`config.mk`:
```
export PLATFORM = sky130hd
export DESIGN_NAME = inv_sbox_seq
export DESIGN_NICKNAME = d
export VERILOG_FILES = /design/src/rtl/aes_pkg.sv /design/src/rtl/gf_log_walker.sv /design/src/rtl/inv_sbox_seq.sv
export SDC_FILE = /design/constraint.sdc
export NUM_CORES = 1
export LEC_CHECK = 0
export BUFFER_PORTS_ARGS = -buffer_cell sky130_fd_sc_hd__buf_2
export CORE_MARGIN = 3
export CORE_UTILIZATION = 36
export DETAILED_ROUTE_END_ITERATION = 10
export GPL_TIMING_DRIVEN = 0
export PLACE_DENSITY_LB_ADDON = 0.12
export SETUP_SLACK_MARGIN = 0.2
export SLEW_MARGIN = 10
export SYNTH_ARGS = -nofsm -noshare
export SYNTH_HDL_FRONTEND = slang
export SYNTH_SLANG_ARGS = --single-unit
```
`constraint.sdc`:
```
create_clock -name clk -period 1.7 [get_ports clk]
set_clock_uncertainty 0.05 [all_clocks]
set_input_delay 0.085 -clock clk [delete_from_list [all_inputs] [get_ports clk]]
set_output_delay 0.085 -clock clk [all_outputs]
set_load 0.005 [all_outputs]
```
`src/rtl/aes_pkg.sv`:
```
// rtl/aes_pkg.sv - shared AES field constants and GF(2^8) helpers
package aes_pkg;

    localparam logic [7:0] GF_POLY      = 8'h1B;
    localparam logic [7:0] GEN          = 8'h03;
    localparam logic [7:0] GEN_INV      = 8'hF6;
    localparam logic [7:0] INV_AFFINE_C = 8'h05;

    typedef enum logic {
        ST_IDLE   = 1'b0,
        ST_SEARCH = 1'b1
    } inv_state_e;

    function automatic logic [7:0] xtime(input logic [7:0] a);
        return {a[6:0], 1'b0} ^ (a[7] ? GF_POLY : 8'h00);
    endfunction

    function automatic logic [7:0] gf_mul_const(input logic [7:0] a, input logic [7:0] k);
        logic [7:0] acc;
        logic [7:0] p;
        acc = 8'h00;
        p   = a;
        for (int i = 0; i < 8; i++) begin
            if (k[i]) acc = acc ^ p;
            p = xtime(p);
        end
        return acc;
    endfunction

    // y[i] = d[i+2] ^ d[i+5] ^ d[i+7] ^ c[i] is a sum of right rotations by 2, 5 and 7
    function automatic logic [7:0] inv_affine(input logic [7:0] d);
        return {d[1:0], d[7:2]} ^ {d[4:0], d[7:5]} ^ {d[6:0], d[7]} ^ INV_AFFINE_C;
    endfunction

endpackage

```
`src/rtl/gf_log_walker.sv`:
```
// rtl/gf_log_walker.sv - lockstep walk of 3^n and 3^-n with match against target
module gf_log_walker
    import aes_pkg::*;
(
    input  logic       clk,
    input  logic       rst_n,
    input  logic       i_load,
    input  logic       i_step,
    input  logic [7:0] i_target,
    output logic       o_match,
    output logic [7:0] o_rev
);

    logic [7:0] fwd_q, fwd_d;
    logic [7:0] rev_q, rev_d;

    always_comb begin
        fwd_d = fwd_q;
        rev_d = rev_q;
        if (i_load) begin
            fwd_d = 8'h01;
            rev_d = 8'h01;
        end else if (i_step) begin
            fwd_d = gf_mul_const(fwd_q, GEN);
            rev_d = gf_mul_const(rev_q, GEN_INV);
        end
    end

    always_ff @(posedge clk or negedge rst_n) begin
        if (!rst_n) begin
            fwd_q <= 8'h01;
            rev_q <= 8'h01;
        end else begin
            fwd_q <= fwd_d;
            rev_q <= rev_d;
        end
    end

    // rev is always the multiplicative inverse of fwd, so it is the answer on a match
    assign o_match = (fwd_q == i_target);
    assign o_rev   = rev_q;

endmodule

```
`src/rtl/inv_sbox_seq.sv`:
```
// rtl/inv_sbox_seq.sv - sequential AES inverse S-box with start/ready/valid handshake
module inv_sbox_seq
    import aes_pkg::*;
(
    input  logic       clk,
    input  logic       rst_n,
    input  logic       i_start,
    input  logic [7:0] i_data,
    output logic       o_ready,
    output logic       o_valid,
    output logic [7:0] o_data
);

    inv_state_e state_q, state_d;
    logic [7:0] y_q, y_d;
    logic [7:0] data_q, data_d;
    logic       valid_q, valid_d;

    logic       accept;
    logic       y_zero;
    logic       match;
    logic       done;
    logic       step;
    logic [7:0] rev;

    assign accept = i_start && (state_q == ST_IDLE);
    assign y_zero = (y_q == 8'h00);
    assign done   = (state_q == ST_SEARCH) && (y_zero || match);
    assign step   = (state_q == ST_SEARCH) && !done;

    gf_log_walker u_walker (
        .clk      (clk),
        .rst_n    (rst_n),
        .i_load   (accept),
        .i_step   (step),
        .i_target (y_q),
        .o_match  (match),
        .o_rev    (rev)
    );

    always_ff @(posedge clk or negedge rst_n) begin
        if (!rst_n) begin
            state_q <= ST_IDLE;
            y_q     <= 8'h00;
            data_q  <= 8'h00;
            valid_q <= 1'b0;
        end else begin
            state_q <= state_d;
            y_q     <= y_d;
            data_q  <= data_d;
            valid_q <= valid_d;
        end
    end

    always_comb begin
        state_d = state_q;
        case (state_q)
            ST_IDLE:   if (accept) state_d = ST_SEARCH;
            ST_SEARCH: if (done)   state_d = ST_IDLE;
            default:               state_d = ST_IDLE;
        endcase
    end

    always_comb begin
        y_d     = accept ? inv_affine(i_data) : y_q;
        data_d  = data_q;
        valid_d = 1'b0;
        if (done) begin
            data_d  = y_zero ? 8'h00 : rev;
            valid_d = 1'b1;
        end
    end

    assign o_ready = (state_q == ST_IDLE);
    assign o_valid = valid_q;
    assign o_data  = data_q;

endmodule

```
==> flow_metrics.py <==
metrics = {
    "routing": {
        "wirelength_mm": 4.78,
        "ant_nets": 0,
        "post-route-drc-count": 0,
        "drt_iter0_drc": 187,
        "drtPass1Iterations": 4,
        "post_drt_wl_per_cell_um": 16.1,
        "vias_per_cell": 5.19,
        "num_vias": 1537,
    },
    "global_route": {
        "grt_overflow": 0,
        "first_global_vias": 1552,
        "grt_pass1_wl_mm": 7.98,
        "grt_antenna_before_repair": 0,
        "globalRouteTotalUtil_pct": 17.3,
        "grt_max_degree": 35,
    },
    "synth": {
        "yosysWarnings": 0,
        "yosysSeqAreaShare_pct": 47.8,
        "syn-cell-area_um2": 1790,
        "ys_types": 34,
        "ys_ff_latch": 34,
        "synth_cells": 178,
        "syn_nets": 189,
        "synth.avg_cell_area_um2": 10.0,
    },
    "clocking": {
        "cts.path.max_buffers": 2,
        "cts.sinks": 34,
        "htree_levels": 2,
        "clk_pin_slew_ps": 70,
        "cts_tree": "yes",
        "cts_root_buf": "clkbuf_8",
        "clkLatencyLatePin_ps": 290,
        "cts_made_buffers": 5,
    },
    "power_and_ir_drop": {
        "ir_drop_uv": 1220,
        "seqPwrFrac_pct": 28.6,
        "power_mw": 5.95,
        "leakagePower_nw": 1.09,
        "power_frac_clock_pct": 10.4,
        "p_sw_share_pct": 41.7,
        "internal_power_mw": 3.47,
        "p_comb_share_pct": 61.0,
        "power_density_nw_per_um2": 2430,
        "power.switching_mw": 2.48,
    },
    "placement": {
        "dp_hpwl_mm": 2.97,
        "pre_cts_slack_ps": -145,
        "placedCellCount": 263,
        "portBuffers": 20,
        "place_congestion": 0.829,
    },
    "sta": {
        "timing.fmax_ghz": 0.557,
        "finalHoldViolCount": 0,
        "period_needed_ps": 1800,
        "drv_slew": 0,
        "setup_viol": 24,
        "max_slew.worst_pin.slew_ps": 763,
        "relSlewSlack_pct": 49.2,
        "rsz0062_at_grt": "true",
        "post-route-period-util_pct": 106,
        "setup_ws_ps": -95.1,
        "whs_ps": 54.8,
    },
    "die": {
        "boundaryPins": 21,
        "core_region_area_um2": 4560,
        "die_area_um2": 5840,
        "chipHeight_um": 76.4,
        "num_rows": 24,
        "initial_core_util_pct": 39.1,
        "fp.dieW_um": 76.4,
    },
    "worst_setup_path": {
        "crit_path_max_fanout": 5,
        "crit_required_ps": 1820,
        "criticalPathCategory": "register to register",
        "start_kind": "register",
        "crit_arrival_ps": 1910,
        "reg2reg_slack_ps": -100,
        "endpoint_kind": "register",
    },
    "outcome": {
        "violations": "negative setup slack",
        "status": "complete, but fails checks",
    },
    "min_path": {
        "min_path_type": "primary input to register",
    },
    "run": {
        "cap_viol_max_count": 0,
    },
    "finish": {
        "layout_common_cells": "30 x dfrtp_1, 22 x buf_2, 20 x xnor2_1, 20 x nand2_1, 18 x buf_4",
        "final_common_cell": "dfrtp_1",
        "fin_cells": 296,
        "area_growth_pct": 37.1,
        "fill_cells": 433,
        "drive_above_1_share_pct": 38.1,
        "utilization_pct": 53.6,
        "fin_nets": 241,
        "n_antenna_cell": 0,
    },
}
## per-layer routing
| metal | part of all wire (%) | wire length (um) | global-route usage (%) | vias to the layer above |
|---|---|---|---|---|
| met3 | 5.5 | 263 | 4.85 | 7 |
| met5 | 0 | 0 | 0 | - |
| met1 | 46 | 2180 | 22.6 | 740 |
| met2 | 47 | 2260 | 27.1 | 51 |
| li1 | - | - | - | 739 |
| met4 | 1.6 | 76 | 6.88 | 0 |
## power by group through the flow
stage	Sequential, mW	Clock, mW	Combinational (mW)
3_5_place_dp	1.69	0	2.57
2_1_floorplan	1.58	0	2.01
5_1_grt	1.75	0.675	3.97
4_1_cts	1.66	0.640	3.26
3_3_place_gp	1.68	0	2.43
6_report	1.70	0.620	3.63
## worst max-delay path: stages, from the launching register on
cell	delay [ps]
dfrtp_1	430
nor4_2	280
nand2_1	130
buf_6	140
o211ai_1	120
buf_4	220
nor3b_2	60
a211o_1	240
## registers in the layout, summed over array words and instances (netlist names)
| register | flops |
|---|---|
| o_data | 8 |
| u_walker.fwd_q | 8 |
| o_valid | 1 |
| state_q | 1 |
| y_q | 8 |
| u_walker.o_rev | 8 |
## metrics by stage
| step | TNS [ps] | area [um2] |
|---|---|---|
| floorplan | 0 | 1820 |
| global placement | -356 | 2000 |
| detailed placement | -762 | 2000 |
| CTS | -186 | 2350 |
| global route | -3610 | 2450 |
| finish | -1150 | 2450 |
## worst paths after layout
check	startpoint	to	cells past startpoint
worst max-delay path	y_q[4]	u_walker.fwd_q[6]	7
worst min-delay path	i_data[4]	y_q[5]	3
worst max register to register	y_q[4]	u_walker.fwd_q[6]	7
worst min register to register	o_data[6]	o_data[6]	2
max in group asynchronous	rst_n	u_walker.o_rev[1]	2
min in group asynchronous	rst_n	u_walker.fwd_q[1]	2
## cell families after synthesis
family,share of synthesized area (%)
buffers and inverters,3.15
and+or+nand+nor,12.5
xor gates and xnor gates,17.9
DFF,47.8
AOI/OAI and AO/OA,18.6
## layout make-up
type,instances,area (um2),share of cell area (%)
inverter,1,3.75,0.153
tap,65,81.3,3.32
buffer,11,97.6,3.99
multi-input combinational,133,995,40.6
timing repair buffer,44,323,13.2
clock inverter,1,5.00,0.204
clock buffer,7,86.3,3.53
sequential,34,856,35.0
## synth_stat cells (all sizes together)
| cell type | number | area, um2 |
|---|---|---|
| a211o | 2 | 17.5 |
| a211oi | 1 | 7.51 |
| a21boi | 1 | 7.51 |
| a21o | 3 | 22.5 |
| a21oi | 4 | 20.0 |
| a2bb2oi | 1 | 8.76 |
| a31o | 2 | 17.5 |
| a31oi | 6 | 37.5 |
| and2 | 1 | 6.26 |
| buf | 7 | 37.5 |
| clkbuf | 4 | 15.0 |
| dfrtp | 32 | 801 |
| dfstp | 2 | 52.6 |
| inv | 1 | 3.75 |
| nand2 | 22 | 82.6 |
| nand2b | 1 | 6.26 |
| nand3 | 2 | 10.0 |
| nand4 | 9 | 56.3 |
| nor2 | 6 | 22.5 |
| nor3 | 1 | 5.00 |
| nor3b | 2 | 15.0 |
| nor4 | 2 | 12.5 |
| o211ai | 6 | 45.0 |
| o21a | 1 | 7.51 |
| o21ai | 19 | 95.1 |
| o31ai | 4 | 30.0 |
| o41ai | 1 | 16.3 |
| or2 | 1 | 6.26 |
| xnor2 | 23 | 209 |
| xnor3 | 1 | 23.8 |
| xor2 | 10 | 87.6 |
## repair_timing
action	in CTS	in global routing
cloned	2	2
pin swaps	9	10
gates resized for setup	28	17
hold endpoints to repair	32	0
buffers inserted	20	0
setup endpoints to repair	34	34
hold buffers	1	0
Power figures use the tool's default switching activity.
